==> src/rtl/seg7_pkg.sv <==
// Shared definitions for the four-digit seven-segment scan driver.
package seg7_pkg;

    localparam int NUM_DIGITS = 4;

    // All segments dark, active-low {g,f,e,d,c,b,a}.
    localparam logic [6:0] SEG_OFF = 7'h7F;

    // Active-low glyphs {g,f,e,d,c,b,a}; entry n is the pattern for hex digit n.
    localparam logic [15:0][6:0] SEG_TABLE = {
        7'b0001110,  // F
        7'b0000110,  // E
        7'b0100001,  // d
        7'b1000110,  // C
        7'b0000011,  // b
        7'b0001000,  // A
        7'b0010000,  // 9
        7'b0000000,  // 8
        7'b1111000,  // 7
        7'b0000010,  // 6
        7'b0010010,  // 5
        7'b0011001,  // 4
        7'b0110000,  // 3
        7'b0100100,  // 2
        7'b1111001,  // 1
        7'b1000000   // 0
    };

    typedef enum logic {
        BLANK = 1'b0,
        DRIVE = 1'b1
    } state_t;

    // One complete set of display data; shadow and active copies use this.
    typedef struct packed {
        logic [15:0] value;
        logic [3:0]  dp_en;
        logic [3:0]  blank;
        logic        lz_suppress;
    } disp_t;

    // Dark display: every digit forced off until the first load.
    localparam disp_t DISP_RESET = '{value: 16'h0000, dp_en: 4'h0, blank: 4'hF, lz_suppress: 1'b0};

endpackage

==> src/rtl/seg7_hex_encoder.sv <==
// Combinational nibble to active-low seven-segment glyph lookup.
module seg7_hex_encoder
    import seg7_pkg::*;
(
    input  logic [3:0] nibble_i,
    output logic [6:0] seg_o
);

    assign seg_o = SEG_TABLE[nibble_i];

endmodule

==> src/rtl/seg7_scan_driver.sv <==
// Time-multiplexed four-digit common-anode display driver with
// double-buffered data, leading-zero suppression and anti-ghost blanking.
//
// The slot position registers (state/counter/digit) always describe the
// cycle that the output registers will present next, so outputs are fully
// registered and the first frame_start lands on the first cycle out of reset.
module seg7_scan_driver
    import seg7_pkg::*;
#(
    parameter int unsigned DIGIT_CYCLES = 100000,
    parameter int unsigned BLANK_CYCLES = 1000
) (
    input  logic        clk,
    input  logic        reset,
    input  logic [15:0] value,
    input  logic [3:0]  dp_en,
    input  logic [3:0]  blank,
    input  logic        lz_suppress,
    input  logic        load,
    output logic [6:0]  seg,
    output logic        dp,
    output logic [3:0]  an,
    output logic [2:0]  digit_sel,
    output logic        frame_start
);

    localparam int CNT_W = $clog2(DIGIT_CYCLES);
    localparam logic [CNT_W-1:0] BLANK_LAST = CNT_W'(BLANK_CYCLES - 1);
    localparam logic [CNT_W-1:0] SLOT_LAST  = CNT_W'(DIGIT_CYCLES - 1);

    state_t            state_q, state_d;
    logic [CNT_W-1:0]  cnt_q, cnt_d;
    logic [1:0]        digit_q, digit_d;
    disp_t             shadow_q, shadow_d;
    disp_t             active_q, active_d;
    disp_t             in_disp;

    logic [6:0]        seg_q, seg_d;
    logic              dp_q, dp_d;
    logic [3:0]        an_q, an_d;
    logic [2:0]        digit_sel_q, digit_sel_d;
    logic              frame_start_q, frame_start_d;

    logic [3:0]        cur_nibble;
    logic [6:0]        enc_seg;
    logic [NUM_DIGITS-1:0] nib_zero;
    logic [NUM_DIGITS-1:0] lz_blank;

    assign in_disp = '{value: value, dp_en: dp_en, blank: blank, lz_suppress: lz_suppress};

    // Shadow captures every load; active swaps only during the frame_start
    // cycle, taking a coincident load directly so it is not lost for a frame.
    always_comb begin
        shadow_d = shadow_q;
        active_d = active_q;
        if (load) begin
            shadow_d = in_disp;
        end
        if (frame_start_q) begin
            active_d = load ? in_disp : shadow_q;
        end
    end

    // A zero nibble goes dark when it and every digit above it are zero;
    // digit 0 always shows so a zero value still reads "0".
    for (genvar gi = 0; gi < NUM_DIGITS; gi++) begin : g_lz
        assign nib_zero[gi] = (active_d.value[4*gi +: 4] == 4'h0);
        if (gi == 0) begin : g_lsd
            assign lz_blank[gi] = 1'b0;
        end else begin : g_upper
            assign lz_blank[gi] = active_d.lz_suppress & (&nib_zero[NUM_DIGITS-1:gi]);
        end
    end

    assign cur_nibble = active_d.value[{digit_q, 2'b00} +: 4];

    seg7_hex_encoder u_enc (
        .nibble_i (cur_nibble),
        .seg_o    (enc_seg)
    );

    // Slot sequencer: BLANK_CYCLES dark cycles, then drive until the slot ends.
    always_comb begin
        state_d = state_q;
        cnt_d   = cnt_q + CNT_W'(1);
        digit_d = digit_q;
        case (state_q)
            BLANK: begin
                if (cnt_q == BLANK_LAST) begin
                    state_d = DRIVE;
                end
            end
            DRIVE: begin
                if (cnt_q == SLOT_LAST) begin
                    state_d = BLANK;
                    cnt_d   = '0;
                    digit_d = digit_q + 2'd1;
                end
            end
            default: begin
                state_d = BLANK;
                cnt_d   = '0;
            end
        endcase
    end

    // Output decode for the upcoming cycle; blank mask dominates dp_en,
    // while leading-zero suppression leaves an enabled decimal point lit.
    always_comb begin
        seg_d         = SEG_OFF;
        dp_d          = 1'b1;
        an_d          = 4'hF;
        digit_sel_d   = {1'b0, digit_q};
        frame_start_d = (state_q == BLANK) && (cnt_q == '0) && (digit_q == 2'd0);
        if (state_q == DRIVE) begin
            an_d = ~(4'b0001 << digit_q);
            if (!active_d.blank[digit_q]) begin
                dp_d = ~active_d.dp_en[digit_q];
                if (!lz_blank[digit_q]) begin
                    seg_d = enc_seg;
                end
            end
        end
    end

    // Sequencer, data buffers and output registers.
    always_ff @(posedge clk) begin
        if (reset) begin
            state_q       <= BLANK;
            cnt_q         <= '0;
            digit_q       <= 2'd0;
            shadow_q      <= DISP_RESET;
            active_q      <= DISP_RESET;
            seg_q         <= SEG_OFF;
            dp_q          <= 1'b1;
            an_q          <= 4'hF;
            digit_sel_q   <= 3'd0;
            frame_start_q <= 1'b0;
        end else begin
            state_q       <= state_d;
            cnt_q         <= cnt_d;
            digit_q       <= digit_d;
            shadow_q      <= shadow_d;
            active_q      <= active_d;
            seg_q         <= seg_d;
            dp_q          <= dp_d;
            an_q          <= an_d;
            digit_sel_q   <= digit_sel_d;
            frame_start_q <= frame_start_d;
        end
    end

    assign seg         = seg_q;
    assign dp          = dp_q;
    assign an          = an_q;
    assign digit_sel   = digit_sel_q;
    assign frame_start = frame_start_q;

endmodule

==> config.mk <==
export PLATFORM = sky130hd
export DESIGN_NAME = seg7_scan_driver
export DESIGN_NICKNAME = d
export VERILOG_FILES = /design/src/rtl/seg7_pkg.sv /design/src/rtl/seg7_hex_encoder.sv /design/src/rtl/seg7_scan_driver.sv
export SDC_FILE = /design/constraint.sdc
export NUM_CORES = 1
export LEC_CHECK = 0
export CAP_MARGIN = 20
export CORE_MARGIN = 2
export CORE_UTILIZATION = 40
export CTS_BUF_LIST = sky130_fd_sc_hd__clkbuf_8
export CTS_CLUSTER_SIZE = 24
export DETAILED_ROUTE_END_ITERATION = 10
export SYNTH_ARGS = -nofsm -noshare
export SYNTH_HDL_FRONTEND = slang
export SYNTH_SLANG_ARGS = --single-unit
==> constraint.sdc <==
create_clock -name clk -period 2.2 [get_ports clk]
set_input_delay 0.33 -clock clk [delete_from_list [all_inputs] [get_ports clk]]
set_output_delay 0.33 -clock clk [all_outputs]
set_load 0.05 [all_outputs]
==> metrics.txt, run 1 <==
Register-to-Register Path Depth 9; 1st-pass router iterations 4; synth cell count leaders nor2_1, dfxtp_1, mux2i_1, nand2_1; Synth warnings 0; vias in the first global route 2,763; max-slew violation total from the final report 0; Worst Setup EP seg[3]$_SDFF_PP1_; CTS tree yes; Fmax 459 MHz; startpoint types flip-flop; Slew @ Worst Pin 0.581 ns; Rel. slew slack 61.3%; die height 98.8 um; Final Setup Violations 0; Yosys cell types 44; routability cong. 0.828; Clock Tree Root clkbuf_8; Worst-Skew Late Latency 0.35 ns; pin count of the biggest net entering global routing 59; type of the most critical hold path input pin to flip-flop; reg2reg start frame_start$_SDFF_PP0_; fin nets 510; top-count cell post-synth nor2_1; CP Launch Point frame_start$_SDFF_PP0_; first-pass GRT wire length 12.9 mm; PortBufs 42; Synth Area per Inst 9.42 um^2; Peak VDD IR 0.339 mV; initial antenna violation count 0; Synth top area share 47.3%; Core Area 8720 um^2; type of the worst setup path flip-flop to flip-flop; FP Rows 34; Clock power frac 31.5%; status complete, no violations; Power Density 710 nW/um^2; Diodes inserted 0; clock transition at the registers of the reported paths 0.08 ns; total net switching power 0.903 mW; Via density 4.86; hold violation total from the final report 0; clk buf depth 2; CTS sink count 85; Mapped Nets 422; max-cap viol count 0; share of layout cells above drive strength 1 21.3%; switching share of power 26.6%; gr ovfl total 0; Syn Std Cell Area 3600 um^2; total number of vias 2,826; fin crit share 99.1%; CP Max Fanout 8; FF+latch count, synth 85; final WL 7.88 mm; async set-reset flop share out of synthesis 0%; Gate power share 20.2%; top cell type by total area after synthesis dfxtp_1; top post-synthesis cells by area dfxtp_1, nor2_1, mux2i_1; dpl ws -0.595 ns; register area share after synthesis 47.3%; cts hold-fix bufs 0; slack of the critical path 0.0192 ns; DIE AREA 9770 um^2; fin crit period 2.18 ns; synthesis-to-finish area growth 32.8%; Reg2Reg Capture Point seg[3]$_SDFF_PP1_; TritonCTS buffer count 9; RSZ-0062 raised after global routing yes; drt first-iter violations 96; placed cells 556; Avg WL per Cell 13.5 um; CTS H-tree depth 3; DRC Markers 0; CP required 2.45 ns; I/O Pins 44; antenna viol nets, final 0; Finished Layout Cells 582; Clock Skew 0.00704 ns; number of flops mapped to enable cells by yosys 0; Pleak 2.06 nW; Die X 98.8 um; GRT Overall Usage 16.5%; setup slack, reg-to-reg 0.02 ns; Power Internal 2.49 mW; Reg power frac 48.2%; hpwl dp 5.22 mm; data arrival time of the critical path 2.43 ns; top_reg_cell synth dfxtp_1; Worst setup EP type flip-flop; Mapped Cells 382; initial core utilization 41.3%; worst hold stages 3
## worst max-delay path, stage by stage, from the launching register on
cell	delay (ns)
dfxtp_4	0.42
buf_8	0.15
nor2_1	0.06
a21o_1	0.17
mux4_2	0.61
ha_4	0.32
inv_2	0.03
mux2i_1	0.11
mux2_4	0.15
nand2_1	0.04
## flip-flops by register name, indices dropped and copies added, names as in the netlist, 2 cells and up
name,flops
digit_sel,2
cnt_q,17
an,4
seg,7
shadow_q,25
active_q,25
digit_q,2
## layout make-up
class	instances	area (um^2)
clock buffers	9	124
fillers	765	3940
flip-flops and latches	85	1710
well taps	108	135
multi-input cells	266	1850
inverters	10	41.3
clock inverters	6	63.8
repair buffers	98	863
## how the worst min path moves through the flow
stage / end / slack (ns) / from
floorplan: cnt_q[0]$_SDFF_PP0_ / 0.43 / cnt_q[0]$_SDFF_PP0_
finish: an[0]$_SDFF_PP1_ / 0.29 / reset
CTS: an[0]$_SDFF_PP1_ / 0.28 / reset
global route: an[1]$_SDFF_PP1_ / 0.31 / reset
detailed placement: cnt_q[0]$_SDFF_PP0_ / 0.46 / cnt_q[0]$_SDFF_PP0_
global placement: cnt_q[0]$_SDFF_PP0_ / 0.44 / cnt_q[0]$_SDFF_PP0_
## per-layer routing
| metal | GRT usage (%) | part of all wire [%] | vias up |
|---|---|---|---|
| li1 | - | - | 1460 |
| met1 | 21.4 | 48 | 1313 |
| met2 | 26.9 | 47 | 45 |
| met3 | 4.11 | 3.5 | 8 |
| met4 | 5.16 | 1.2 | 0 |
| met5 | 0 | 0 | - |
## what timing repair did
action / 4_1_cts / 5_1_grt
pin swaps: 1 / 4
setup buffers: 3 / 8
resized for setup: 8 / 22
setup endpoints to repair: 7 / 6
## power by group through the flow
stage	logic, mW	registers (mW)	clock network [mW]
floorplan	0.385	1.67	0
global placement	0.575	1.68	0
detailed placement	0.584	1.68	0
CTS	0.603	1.64	1.11
global route	0.755	1.64	1.18
finish	0.686	1.64	1.07
## layout by cell type, fill, tap and decap left out, types with 3 or more instances in the layout
cell type and instances:
nor2_1 85, dfxtp_1 84, buf_4 51, clkdlybuf4s50_1 37, mux2i_1 31, nand2_1 24
a21o_1 15, nand3_1 11, clkbuf_8 10, a21oi_1 9, xor2_1 8, nand2b_1 7
xnor2_1 7, inv_1 6, and3_1 6, ha_1 6, mux4_2 5, a211oi_1 5
ha_4 5, or2_2 4, nand4_1 4, nor4_1 4, buf_6 4, clkinv_2 3
mux2_4 3, nor2b_1 3
## through the flow
| stage | TNS, ns | cell area, um^2 | hold slack [ns] | total power [mW] | utilization [%] |
|---|---|---|---|---|---|
| 3_5_place_dp | -3.66 | 4410 | 0.460 | 2.26 | 50.6 |
| 6_report | 0 | 4780 | 0.295 | 3.39 | 54.8 |
| 4_1_cts | 0 | 4630 | 0.285 | 3.35 | 53.1 |
| 2_1_floorplan | -0.0228 | 3670 | 0.430 | 2.05 | - |
| 3_3_place_gp | -3.30 | 4410 | 0.445 | 2.25 | 50.6 |
| 5_1_grt | -0.0883 | 4780 | 0.306 | 3.58 | 54.8 |
## kinds of logic (layout without fill, tap and decap cells)
family,Yosys count,after routing,share of synthesized area (%)
AND/OR/NAND/NOR,154,154,18.8
flip-flops,85,85,47.3
AO/OA/AOI/OAI,44,44,8.87
multiplexers,40,40,13.2
buffers and inverters,31,123,3.93
XOR/XNOR,15,15,3.65
adder cells (fa/ha/maj),12,12,4.17
other,1,1,0.104
No activity file was read; power rests on OpenSTA's default activity.
==> run 2, diff against run 1 <==
--- a/config.mk
+++ b/config.mk
@@ -11,6 +11,7 @@
 export CTS_BUF_LIST = sky130_fd_sc_hd__clkbuf_8
 export CTS_CLUSTER_SIZE = 24
 export DETAILED_ROUTE_END_ITERATION = 10
+export GPL_TIMING_DRIVEN = 0
 export SYNTH_ARGS = -nofsm -noshare
 export SYNTH_HDL_FRONTEND = slang
 export SYNTH_SLANG_ARGS = --single-unit
==> run 2 against run 1 <==
- the run now ends with setup timing left
- sequential power is essentially flat
- first-iteration DRC count shrank 17%
- design area shrank 2.6%
- combinational power shrank 5.4%
- register-to-register slack lost 0.16 ns
- power grew 0.86%
- flip-flop and latch count is the same
- cell count shrank 3.8%
- via count shrank 1.5%
- clock skew grew 0.0046 ns
==> metrics.txt, run 2 (synthesis results as in run 1) <==
status finished, violations left; failing checks setup timing; antenna viol nets, final 0 (unchanged); type of the most critical hold path input pin to flip-flop; total number of vias 2,785 (-1.5%); routability cong. 0.812 (-2.0%); PortBufs 41 (-2.4%); Worst setup EP type flip-flop; worst hold stages 3 (unchanged); Filler cells 798 (+4.3%); CP top delay family multiplexers; Gate power share 19.0% (-1.2 points); biggest regs active_q (25), shadow_q (25), cnt_q (17); clock transition at the registers of the reported paths 0.09 ns (about the same); Peak VDD IR 0.381 mV (+12%); switching share of power 26.5% (-0.14 points); Fmax 427 MHz (-7.0%); Power Density 735 nW/um^2 (+3.5%); CTS sink count 85 (unchanged); Multi-input gate area 1850 um^2 (about the same); FP Rows 34 (unchanged); DRC Markers 0 (unchanged); setup slack, reg-to-reg -0.14 ns (-0.16 ns); RSZ-0062 raised after global routing yes; I/O Pins 44 (unchanged); DIE AREA 9770 um^2 (unchanged); Via density 4.97 (+2.4%); Clock Tree Root clkbuf_8; CP Max Fanout 8 (unchanged); Setup TNS -0.243 ns (-0.243 ns); Register-to-Register Path Depth 9 (unchanged); GR Util met1 21.3% (-0.13 points); Diodes inserted 0 (unchanged); hpwl dp 5.27 mm (+1.1%); fin nets 487 (-4.5%); die height 98.8 um (unchanged); initial core utilization 41.3% (unchanged); hold_sp load; drt first-iter violations 80 (-17%); critical-path cell list clkbuf_16 > clkbuf_16 > a21o_1 > mux4_2 > ha_4 > inv_1 > mux2i_1 > mux2_4 > nand2_1; gr ovfl total 0 (unchanged); clk buf depth 2 (unchanged); final WL 7.83 mm (-0.61%); CTS tree yes; Avg WL per Cell 14.0 um (+3.3%); Reg2Reg Capture Point seg[3]$_SDFF_PP1_; reg2reg start frame_start$_SDFF_PP0_; Clock Skew 0.0116 ns (+0.00460 ns); flip-flop and latch area 1710 um^2 (about the same); CP max stage delay 0.61 ns (about the same); type of the worst setup path flip-flop to flip-flop; data arrival time of the critical path 2.59 ns (+0.16 ns); commonest non-fill, non-tap cells in the layout nor2_1, dfxtp_1, clkdlybuf4s50_1; most used cell along the critical path clkbuf_16; Power Internal 2.52 mW (+1.1%); fin crit period 2.34 ns (+0.163 ns); 1st-pass router iterations 6 (+2); slowest CP cell mux4_2; grt met3 use 3.12% (-0.99 points); WHS Endpoint shadow_q[13]$_SDFF_PP0_; Reg power frac 47.7% (-0.5 points); Die X 98.8 um (unchanged); initial antenna violation count 0 (unchanged); Pleak 1.97 nW (-4.4%); pin count of the biggest net entering global routing 15 (-75%); met2 Track Usage GR 26.9% (-0.052 points); slack of the critical path -0.144 ns (-0.163 ns); TritonCTS buffer count 9 (unchanged); post-layout util 53.4% (-1.4 points); most common cell after layout, fill and taps aside nor2_1; startpoint types flip-flop; Final Setup Violations 2 (+2); Worst-Skew Late Latency 0.36 ns (about the same); share of layout cells above drive strength 1 16.2% (-5.2 points); synthesis-to-finish area growth 29.4%; max-slew violation total from the final report 0 (unchanged); hold violation total from the final report 0 (unchanged); Levels on crit path 9 (unchanged); max-cap viol count 0 (unchanged); Clock power frac 33.4% (+1.9 points); CP required 2.45 ns (about the same); fin crit share 107% (+7.4 points); WP buf/inv 3 (+1); Slew @ Worst Pin 0.676 ns (+0.0950 ns); GRT Overall Usage 16.5% (+0.094 points); first-pass GRT wire length 12.8 mm (-0.96%); Core Area 8720 um^2 (unchanged); Rel. slew slack 54.8% (-6.4 points); vias in the first global route 2,665 (-3.5%); total net switching power 0.906 mW (+0.32%); GRT busiest layer met2; CTS H-tree depth 3 (unchanged)
==> run 2: cell types whose count changed in the layout (fill, tap and decap cells not counted), sizes merged <==
cell / previous run / this run
buf: 57 / 21
clkdlybuf4s15: 1 / 0
clkdlybuf4s50: 37 / 40
dlygate4sd2: 1 / 0
clkbuf: 10 / 24
clkinvlp: 2 / 1
==> run 2: worst min-delay path: cells and delay by family <==
| family | cells | cell delay (ns) |
|---|---|---|
| buffers and inverters | 1 | 0.14 |
| muxes | 1 | 0.11 |
| and+or+nand+nor | 1 | 0.09 |
==> run 2: power groups by stage <==
stage / clock [mW] / sequential [mW] / combinational, mW
final: 1.14 / 1.63 / 0.649
after CTS: 1.16 / 1.63 / 0.585
after floorplan: 0 / 1.67 / 0.385
after detailed placement: 0 / 1.67 / 0.532
after global routing: 1.22 / 1.64 / 0.708
after global placement: 0 / 1.67 / 0.521
==> run 2: per-layer routing <==
| metal | part of all wire (%) | wire [um] |
|---|---|---|
| met1 | 46 | 3580 |
| met4 | 2.0 | 158 |
| met2 | 49 | 3830 |
| met3 | 3.3 | 258 |
| met5 | 0 | 0 |
==> run 2: timing repair <==
action / in CTS / in global routing
gates resized for setup: 16 / 22
buffers inserted: 7 / 7
setup endpoints to repair: 17 / 17
pin swaps: 4 / 6
hold buffers: 0 / 0
==> run 2: area by class of cell <==
| class | count | share of cell area (%) |
|---|---|---|
| plain buffers | 20 | 4.06 |
| clock buffers | 11 | 3.25 |
| clock inverters | 5 | 1.10 |
| inverters | 10 | 0.914 |
| multi-input cells | 266 | 39.7 |
| flip-flops and latches | 85 | 36.7 |
| well taps | 108 | 2.90 |
| repair buffers | 55 | 11.4 |
==> run 2: through the flow <==
step | power [mW] | hold WS [ns] | setup slack (ns) | cell area (um^2) | instances
3_5_place_dp | 2.20 | 0.454 | -0.513 | 4210 | 531
4_1_cts | 3.38 | 0.338 | -0.0935 | 4530 | 553
5_1_grt | 3.56 | 0.371 | -0.210 | 4660 | 560
3_3_place_gp | 2.19 | 0.442 | -0.439 | 4210 | 531
6_report | 3.42 | 0.344 | -0.144 | 4660 | 560
2_1_floorplan | 2.05 | 0.430 | -0.0228 | 3670 | 382
==> run 2: worst max path at each step <==
stage / start / end / slack, ns
after floorplan: frame_start$_SDFF_PP0_ / seg[3]$_SDFF_PP1_ / -0.02
after global placement: value[2] / seg[0]$_SDFF_PP1_ / -0.44
after detailed placement: value[2] / seg[0]$_SDFF_PP1_ / -0.51
after CTS: frame_start$_SDFF_PP0_ / seg[3]$_SDFF_PP1_ / -0.09
after global routing: frame_start$_SDFF_PP0_ / seg[0]$_SDFF_PP1_ / -0.21
final: frame_start$_SDFF_PP0_ / seg[3]$_SDFF_PP1_ / -0.14
